`src/rtl/iiitb_bm_prod_acc_if.sv`:
```
// Product-accumulator bus: product stream in, accumulated sum out with a
// valid/ready handshake, plus the clear and flush controls.
interface iiitb_bm_prod_acc_if #(
    parameter int ACC_W = 12
) ();
    logic             clear;
    logic             in_valid;
    logic             in_ready;
    logic [7:0]       in_p;
    logic             flush;
    logic             sum_valid;
    logic             sum_ready;
    logic [ACC_W-1:0] sum;
    logic [7:0]       sum_cnt;
    logic             sum_ovf;

    // Producer/consumer side
    modport master (
        output clear, in_valid, in_p, flush, sum_ready,
        input  in_ready, sum_valid, sum, sum_cnt, sum_ovf
    );

    // Accumulator side
    modport slave (
        input  clear, in_valid, in_p, flush, sum_ready,
        output in_ready, sum_valid, sum, sum_cnt, sum_ovf
    );
endinterface

```
`src/rtl/iiitb_bm_prod_acc.sv`:
```
// Accumulation stage for the Booth multiplier product stream.
// Sums BURST signed 8-bit products (or fewer, when flushed) into an ACC_W-bit
// accumulator and holds each completed sum until the consumer takes it.
// Optional feature: define IIITB_BM_ACC_SAT_EN to saturate the accumulator on
// signed overflow instead of wrapping. The overflow flag is set either way.
module iiitb_bm_prod_acc #(
    parameter int ACC_W = 12,
    parameter int BURST = 4
) (
    input logic                 clk,
    input logic                 reset,
    iiitb_bm_prod_acc_if.slave  bus
);
    typedef enum logic {
        ST_ACCUM = 1'b0,
        ST_HOLD  = 1'b1
    } state_t;

    localparam logic [7:0] LAST_CNT = 8'(BURST - 1);

    state_t           state_q, state_d;
    logic [ACC_W-1:0] acc_q, acc_d;
    logic [7:0]       cnt_q, cnt_d;
    logic             ovf_q, ovf_d;
    logic             sum_valid_q, sum_valid_d;
    logic [ACC_W-1:0] sum_q, sum_d;
    logic [7:0]       sum_cnt_q, sum_cnt_d;
    logic             sum_ovf_q, sum_ovf_d;

    logic             beat_s;
    logic [ACC_W:0]   ext_s;
    logic             step_ovf_s;
    logic [ACC_W-1:0] acc_step_s;

`ifdef IIITB_BM_ACC_SAT_EN
    // Clamp value for an overflowed sum; neg is the sign of the true sum.
    function automatic logic [ACC_W-1:0] sat_value(input logic neg);
        return neg ? {1'b1, {(ACC_W-1){1'b0}}} : {1'b0, {(ACC_W-1){1'b1}}};
    endfunction
`endif

    assign beat_s     = bus.in_valid && (state_q == ST_ACCUM);
    // One guard bit: the top two bits of the widened sum differ on overflow,
    // and the top bit is the sign of the true sum.
    assign ext_s      = {acc_q[ACC_W-1], acc_q} + {{(ACC_W-7){bus.in_p[7]}}, bus.in_p};
    assign step_ovf_s = ext_s[ACC_W] ^ ext_s[ACC_W-1];

`ifdef IIITB_BM_ACC_SAT_EN
    assign acc_step_s = step_ovf_s ? sat_value(ext_s[ACC_W]) : ext_s[ACC_W-1:0];
`else
    assign acc_step_s = ext_s[ACC_W-1:0];
`endif

    assign bus.in_ready  = (state_q == ST_ACCUM);
    assign bus.sum_valid = sum_valid_q;
    assign bus.sum       = sum_q;
    assign bus.sum_cnt   = sum_cnt_q;
    assign bus.sum_ovf   = sum_ovf_q;

    // Next-state logic: accumulate beats, close bursts, release on handshake.
    always_comb begin
        state_d     = state_q;
        acc_d       = acc_q;
        cnt_d       = cnt_q;
        ovf_d       = ovf_q;
        sum_valid_d = sum_valid_q;
        sum_d       = sum_q;
        sum_cnt_d   = sum_cnt_q;
        sum_ovf_d   = sum_ovf_q;
        if (bus.clear) begin
            state_d     = ST_ACCUM;
            acc_d       = {ACC_W{1'b0}};
            cnt_d       = 8'd0;
            ovf_d       = 1'b0;
            sum_valid_d = 1'b0;
        end else begin
            case (state_q)
                ST_ACCUM: begin
                    if (beat_s) begin
                        acc_d = acc_step_s;
                        cnt_d = cnt_q + 8'd1;
                        ovf_d = ovf_q | step_ovf_s;
                    end else begin
                        acc_d = acc_q;
                    end
                    // The closing beat, if any, is already folded into acc_d/cnt_d/ovf_d.
                    if ((beat_s && (cnt_q == LAST_CNT)) ||
                        (bus.flush && ((cnt_q != 8'd0) || beat_s))) begin
                        state_d     = ST_HOLD;
                        sum_valid_d = 1'b1;
                        sum_d       = acc_d;
                        sum_cnt_d   = cnt_d;
                        sum_ovf_d   = ovf_d;
                    end else begin
                        state_d = ST_ACCUM;
                    end
                end
                ST_HOLD: begin
                    if (bus.sum_ready) begin
                        state_d     = ST_ACCUM;
                        acc_d       = {ACC_W{1'b0}};
                        cnt_d       = 8'd0;
                        ovf_d       = 1'b0;
                        sum_valid_d = 1'b0;
                    end else begin
                        state_d = ST_HOLD;
                    end
                end
                default: begin
                    state_d     = ST_ACCUM;
                    acc_d       = {ACC_W{1'b0}};
                    cnt_d       = 8'd0;
                    ovf_d       = 1'b0;
                    sum_valid_d = 1'b0;
                end
            endcase
        end
    end

    // State and output registers with asynchronous active-low reset.
    always_ff @(posedge clk or negedge reset) begin
        if (!reset) begin
            state_q     <= ST_ACCUM;
            acc_q       <= {ACC_W{1'b0}};
            cnt_q       <= 8'd0;
            ovf_q       <= 1'b0;
            sum_valid_q <= 1'b0;
            sum_q       <= {ACC_W{1'b0}};
            sum_cnt_q   <= 8'd0;
            sum_ovf_q   <= 1'b0;
        end else begin
            state_q     <= state_d;
            acc_q       <= acc_d;
            cnt_q       <= cnt_d;
            ovf_q       <= ovf_d;
            sum_valid_q <= sum_valid_d;
            sum_q       <= sum_d;
            sum_cnt_q   <= sum_cnt_d;
            sum_ovf_q   <= sum_ovf_d;
        end
    end
endmodule
```
`src/flat_wrapper.sv`:
```
// flat-port wrapper written by rule: the top's interface ports become plain ports
module iiitb_bm_prod_acc_flat 
#(
    parameter int ACC_W = 12,
    parameter int BURST = 4
)
  (clk, reset, bus_clear, bus_in_valid, bus_in_p, bus_flush, bus_sum_ready, bus_in_ready, bus_sum_valid, bus_sum, bus_sum_cnt, bus_sum_ovf);
  iiitb_bm_prod_acc_if #(.ACC_W(ACC_W)) bus_i ();
  input logic clk;
  input logic reset;
  input wire logic [$bits(bus_i.clear)-1:0] bus_clear;
  input wire logic [$bits(bus_i.in_valid)-1:0] bus_in_valid;
  input wire logic [$bits(bus_i.in_p)-1:0] bus_in_p;
  input wire logic [$bits(bus_i.flush)-1:0] bus_flush;
  input wire logic [$bits(bus_i.sum_ready)-1:0] bus_sum_ready;
  output wire logic [$bits(bus_i.in_ready)-1:0] bus_in_ready;
  output wire logic [$bits(bus_i.sum_valid)-1:0] bus_sum_valid;
  output wire logic [$bits(bus_i.sum)-1:0] bus_sum;
  output wire logic [$bits(bus_i.sum_cnt)-1:0] bus_sum_cnt;
  output wire logic [$bits(bus_i.sum_ovf)-1:0] bus_sum_ovf;
  assign bus_i.clear = bus_clear;
  assign bus_i.in_valid = bus_in_valid;
  assign bus_i.in_p = bus_in_p;
  assign bus_i.flush = bus_flush;
  assign bus_i.sum_ready = bus_sum_ready;
  assign bus_in_ready = bus_i.in_ready;
  assign bus_sum_valid = bus_i.sum_valid;
  assign bus_sum = bus_i.sum;
  assign bus_sum_cnt = bus_i.sum_cnt;
  assign bus_sum_ovf = bus_i.sum_ovf;
  iiitb_bm_prod_acc #(.ACC_W(ACC_W), .BURST(BURST)) u_core (.clk(clk), .reset(reset), .bus(bus_i));
endmodule
```
`config.mk`:
```
export PLATFORM = sky130hd
export DESIGN_NAME = iiitb_bm_prod_acc_flat
export DESIGN_NICKNAME = d
export VERILOG_FILES = /design/src/rtl/iiitb_bm_prod_acc_if.sv /design/src/rtl/iiitb_bm_prod_acc.sv /design/src/flat_wrapper.sv
export SDC_FILE = /design/constraint.sdc
export NUM_CORES = 1
export LEC_CHECK = 0
export CAP_MARGIN = 20
export CORE_AREA = 8 8 80 82
export DETAILED_ROUTE_END_ITERATION = 10
export DIE_AREA = 0 0 88 90
export PLACE_DENSITY = 0.74
export SLEW_MARGIN = 20
export SYNTH_ARGS = -nofsm -noshare
export SYNTH_HDL_FRONTEND = slang
export SYNTH_SLANG_ARGS = --single-unit
```
`constraint.sdc`:
```
create_clock -name clk -period 6.2 [get_ports clk]
set_clock_uncertainty 0.05 [all_clocks]
set_input_delay 1.24 -clock clk [delete_from_list [all_inputs] [get_ports clk]]
set_output_delay 1.24 -clock clk [all_outputs]
set_load 0.1 [all_outputs]
```
==> impl_metrics.ini, run 1 <==
[status]
run_status = finished clean

[synth]
async_reset_ff_share_pct = 100
ys_types = 40
synth.cell_area_mm2 = 0.00249
synth_nets = 296
synth-edff-count = 0
register_bit_total_from_synthesis = 44
synth-warning-count = 0
seq_area_frac_synth_pct = 44.2
syn-mean-instance-area_um2 = 9.33
post_synth_inst_count = 267
synth_flop_cell = dfrtp_1

[routing]
drt-initial-drc-count = 93
wirelength_um = 5730
vias = 2081
postRouteAntennaNets = 0
route.detailed.drc = 0
detailedRoute.firstPassIterationCount = 4
vias_per_cell = 5.52
routed_len_inst_um = 15.2

[place]
finalWeightedCongestion = 0.865
post-dp-hpwl_um = 4100
numPortBuffers = 36
worst_setup_slack_after_placement_ns = 2.10

[setup_path]
critical_path.cell_chain = clkdlybuf4s50_1 > nor2_1 > o21ai_0 > a311oi_4 > buf_4 > mux2_2
cp_data_required_time_ns = 6.34
rr_startpoint = u_core.cnt_q[3]
crit_path_start_kind = primary input
setup.worst_path.end_class = flip-flop
path_max_fanout = 27
reg2reg_depth = 6
cp_launch_point = bus_clear
crit_slowest_cell = a311oi_4
critical_path_class = primary input to flip-flop
worstPathArrival_ns = 3.95
critical_path_s_largest_stage_delay_ns = 0.77

[layout]
layout-drive-gt1-share_pct = 6.23
area_growth_pct = 21.8
diodes = 0
design.final.nets = 333

[clocking]
clock_tree.htree_level_count = 2
cts_hold_buffers = 0
cts_resized = 0
postCtsSetupBuffers = 0
cts_inserted_buffers = 5
cell_at_the_root_of_the_clock_tree = clkbuf_8
worst_setup_hold_path_clk_slew_ns = 0.08
clock-sinks = 44
clock_latency_ns = 0.29
clockBufferDepth = 2
tritoncts_clock_tree = yes

[power]
vdd_ir_drop_max_mv = 0.297
power_leakage_nw = 1.30
cell_internal_pwr_mw = 0.708
net_switching_fraction_of_the_power_pct = 51.5
portion_of_total_power_attributed_to_sequential_cells_pct = 27.9
power_frac_comb_pct = 55.6
share_clk_of_total_power_pct = 16.5
power.switching_mw = 0.752
pwr_density_cell_mw_per_mm2 = 481
totalPowerFinal_mw = 1.46

[sta]
setup_ws_ns = 2.38
totalNegativeSetupSlack_ns = 0
grt_setup_unrepaired = false
max_slew_margin_pct = 34.3
post-route-period-util_pct = 61.6
setup_viol = 0
max_clock_freq_ghz = 0.262
timing.final.hold_violations = 0
period_minus_slack_ns = 3.82
slew_worst_pin_ns = 0.982
slew_viol_final = 0

[die]
initial_core_util_pct = 47.6
design.core.area_mm2 = 0.00524
placement_rows = 27
io-pin-count = 37
floorplan.die.height_um = 90
fp.dieArea_mm2 = 0.00792
chipWidth_um = 88

[grt]
global_route_wire_length_before_repair_um = 10100
grt.met2_usage_pct = 24.7
grt_antenna_before_repair = 0
grt_pass1_vias = 2111
top_usage_layer = met2
gr-usage-all-layers_pct = 15.9
met3_usage_pct = 2.82
overflow = 0
groute.layer.met1.usage_pct = 20.6
maximum_number_of_pins_on_one_net_before_global_route_repair = 45

[flow_run]
max_cap_viol_count = 0

[worst_hold_path]
hold_class = flip-flop to flip-flop
hold-path-cell-count = 2
holdCritStartpoint = u_core.ovf_q
stage by stage:
| step | area (um2) | util, % | instances | hold slack [ns] |
|---|---|---|---|---|
| global route | 3040 | 58.0 | 377 | 0.484 |
| floorplan | 2490 | - | 267 | 0.400 |
| CTS | 3040 | 58.0 | 377 | 0.450 |
| detailed placement | 2910 | 55.6 | 369 | 0.431 |
| finish | 3040 | 58.0 | 377 | 0.440 |
| global placement | 2910 | 55.6 | 369 | 0.419 |
path summary, 6_finish.rpt:
kind / endpoint / slack, ns
setup / recovery: u_core.bus.sum[2] / 2.38
hold / removal: u_core.ovf_q / 0.44
setup reg to reg: u_core.bus.sum[2] / 3.26
hold reg to reg: u_core.ovf_q / 0.44
max in group asynchronous: u_core.acc_q[11] / 4.44
min in group asynchronous: u_core.bus.sum[7] / 1.05
sequential cells by signal, summed over array words and instances (netlist names):
| name | cells |
|---|---|
| u_core.bus.sum_valid | 1 |
| u_core.ovf_q | 1 |
| u_core.acc_q | 12 |
| u_core.bus.sum_cnt | 8 |
| u_core.cnt_q | 8 |
| u_core.state_q | 1 |
| u_core.bus.sum_ovf | 1 |
| u_core.bus.sum | 12 |
cell families after synthesis:
family / after synthesis / share of synthesized area, %
compound gates: 84 / 21.6
buf+inv: 15 / 2.91
mux: 5 / 2.11
xor+xnor: 17 / 5.97
flops: 44 / 44.2
simple gates: 87 / 15.4
fa+ha+maj: 15 / 7.83
cell usage after synthesis, drive strengths merged (3+ instances only):
master / number / share of area (%)
a21o: 5 / 1.5
a21oi: 25 / 5.0
a22o: 8 / 2.8
a31oi: 8 / 2.0
buf: 4 / 1.3
clkbuf: 5 / 0.75
dfrtp: 44 / 44
ha: 14 / 7.0
inv: 6 / 0.90
mux2i: 3 / 1.2
nand2: 40 / 6.0
nand3: 3 / 0.60
nor2: 29 / 4.4
nor2b: 4 / 1.0
o21ai: 22 / 4.4
o21bai: 3 / 0.90
xnor2: 13 / 4.6
xor2: 4 / 1.4
cell type report:
class                      count  area, um2
inverter                       6       22.5
timing repair buffer          39        378
fill                         470       2200
sequential                    44       1100
clock buffer                   7       96.3
multi-input combinational    208       1320
clock inverter                 1       30.0
tap                           72       90.1
critical path: cells and delay by family:
kind                   cells  cell delay, ns
buffers and inverters      2            0.87
AOI/OAI and AO/OA          2            1.03
muxes                      1            0.36
and+or+nand+nor            1            0.44
cell usage in the layout, fill, tap and decap left out, types with 3 or more instances in the layout:
master,instances
a21o_1,5
a21oi_1,25
a22o_1,8
a31oi_1,8
buf_4,3
clkbuf_8,7
clkdlybuf4s50_1,35
dfrtp_1,44
ha_1,14
inv_1,6
mux2i_1,3
nand2_1,40
nand3_1,3
nor2_1,29
nor2b_1,4
o21ai_0,20
o21bai_1,3
xnor2_1,13
xor2_1,4
power by group through the flow:
| stage | registers [mW] | clock network [mW] | logic, mW |
|---|---|---|---|
| floorplan | 0.839 | 0 | 0.196 |
| global placement | 0.412 | 0 | 0.806 |
| detailed placement | 0.416 | 0 | 0.814 |
| CTS | 0.410 | 0.245 | 0.817 |
| global route | 0.421 | 0.256 | 0.853 |
| finish | 0.408 | 0.241 | 0.812 |
routing by layer:
layer,up-vias,share of wire (%)
met4,0,2.5
met5,-,0
met2,61,47
met3,12,6.4
met1,984,44
li1,1024,-
Power figures use the tool's default switching activity.
==> run 2: changes to the inputs <==
clock period = 3.54 ns   (was 6.2 ns; I/O delays follow)
==> run 2 against run 1 <==
Effect of this change: sequential power rose by 74%; non-clock buffer count rose by 6; clock power rose by 71%; combinational power rose by 75%; total power rose by 74%; first-iteration DRC count fell by 28%; cell area rose by 1.6%; largest cell class unchanged.
==> impl_metrics.ini, run 2 (synthesized netlist as in run 1, its figures left out) <==
[routing]
postRouteAntennaNets = 0
detailedRoute.firstPassIterationCount = 4
routed_len_inst_um = 14.4
vias_per_cell = 5.41
drt-initial-drc-count = 67
route.detailed.drc = 0
vias = 2072
wirelength_um = 5520

[setup_path]
path_max_fanout = 5
setup.worst_path.end_class = flip-flop
timing.reg2reg.setup_slack_ns = 0.92
critical_path_class = primary input to flip-flop
r2r-end = u_core.ovf_q
rr_startpoint = u_core.acc_q[0]
crit_path_start_kind = primary input
worstPathArrival_ns = 3.21
reg2reg_depth = 9
cp_data_required_time_ns = 3.71

[clocking]
tritoncts_clock_tree = yes
cts_hold_buffers = 0
worst_setup_hold_path_clk_slew_ns = 0.09
clock_tree.htree_level_count = 2
cts_resized = 0
clockBufferDepth = 2
cell_at_the_root_of_the_clock_tree = clkbuf_8
clock_latency_ns = 0.30
clock-sinks = 44
cts_inserted_buffers = 5
postCtsSetupBuffers = 0

[grt]
grt_pass1_vias = 2052
overflow = 0
maximum_number_of_pins_on_one_net_before_global_route_repair = 45
grt_antenna_before_repair = 0
global_route_wire_length_before_repair_um = 9760
gr-usage-all-layers_pct = 15.3

[place]
post-dp-hpwl_um = 3970
numPortBuffers = 36
postPlaceCellArea_mm2 = 0.00294
numPlacedInstances = 374
finalWeightedCongestion = 0.866
worst_setup_slack_after_placement_ns = 0.219

[die]
initial_core_util_pct = 47.6
chipWidth_um = 88
placement_rows = 27
io-pin-count = 37
fp.dieArea_mm2 = 0.00792
floorplan.die.height_um = 90
design.core.area_mm2 = 0.00524

[layout]
layout-drive-gt1-share_pct = 8.68
regArea_mm2 = 0.00110
finish.instance_area_mm2 = 0.00308
final_cell_mix = dfrtp_1 (44), nand2_1 (40), clkdlybuf4s50_1 (33)
multi_input_comb_area_mm2 = 0.00132
design.final.nets = 339
diodes = 0
fillerInstances = 476
area_growth_pct = 23.7
layout.cells.most_common = dfrtp_1
instances_no_fill = 383

[flow_run]
max_cap_viol_count = 0

[sta]
grt_setup_unrepaired = false
slew_viol_final = 0
setup_viol = 0
post-route-period-util_pct = 85.8
max_slew_margin_pct = 34.6
slew_worst_pin_ns = 0.978
max_clock_freq_ghz = 0.329
setup_ws_ns = 0.504
period_minus_slack_ns = 3.04
timing.final.hold_violations = 0
totalNegativeSetupSlack_ns = 0

[power]
totalPowerFinal_mw = 2.54
pwr_density_cell_mw_per_mm2 = 824
power_leakage_nw = 1.33
vdd_ir_drop_max_mv = 0.458

[status]
run_status = finished clean

[worst_hold_path]
hold_class = primary input to async pin
-- run 2: changes by cell type in the layout (fill, tap and decap cells not counted) --
cell / delta
buf_4: +7
clkdlybuf4s50_1: -2
buf_12: +1
clkbuf_8: -1
clkinv_4: +1
-- run 2: critical path, stage by stage --
cell             delay (ns)
clkdlybuf4s50_1        0.40
ha_1                   0.23
fa_1                   0.42
a211oi_1               0.23
o21bai_1               0.12
a21oi_1                0.37
nand3b_1               0.16
a21oi_1                0.04
or3_1                  0.36
o21ai_0                0.16
-- run 2: cell type report --
class,instances,area share (%)
inverter,6,0.730
clock inverter,2,1.26
tap,72,2.92
sequential,44,35.7
timing repair buffer,45,14.0
clock buffer,6,2.68
multi-input combinational,208,42.8
-- run 2: where the power goes --
group          switching (mW)  leakage, nW  internal, mW
Combinational            1.06        0.713         0.366
Sequential             0.0785        0.561         0.631
Clock                   0.180       0.0614         0.231
-- run 2: worst max path at each step --
stage               slack, ns   startpoint            to
detailed placement       0.22  bus_in_p[0]  u_core.ovf_q
finish                   0.50  bus_in_p[0]  u_core.ovf_q
global placement         0.24  bus_in_p[0]  u_core.ovf_q
CTS                      0.52  bus_in_p[0]  u_core.ovf_q
global route             0.26  bus_in_p[0]  u_core.ovf_q
floorplan                0.83  bus_in_p[0]  u_core.ovf_q
-- run 2: routing by layer --
layer / routed length (um) / track usage (%)
met1: 2500 / 19.7
met2: 2690 / 24.2
met3: 252 / 3.09
met4: 72 / 5.60
met5: 0 / 0
-- run 2: metrics by stage --
step	hold slack, ns	utilization, %
after floorplan	0.362	-
after global placement	0.421	56.2
after detailed placement	0.427	56.2
after CTS	0.446	58.5
after global routing	0.280	58.9
final	0.254	58.9
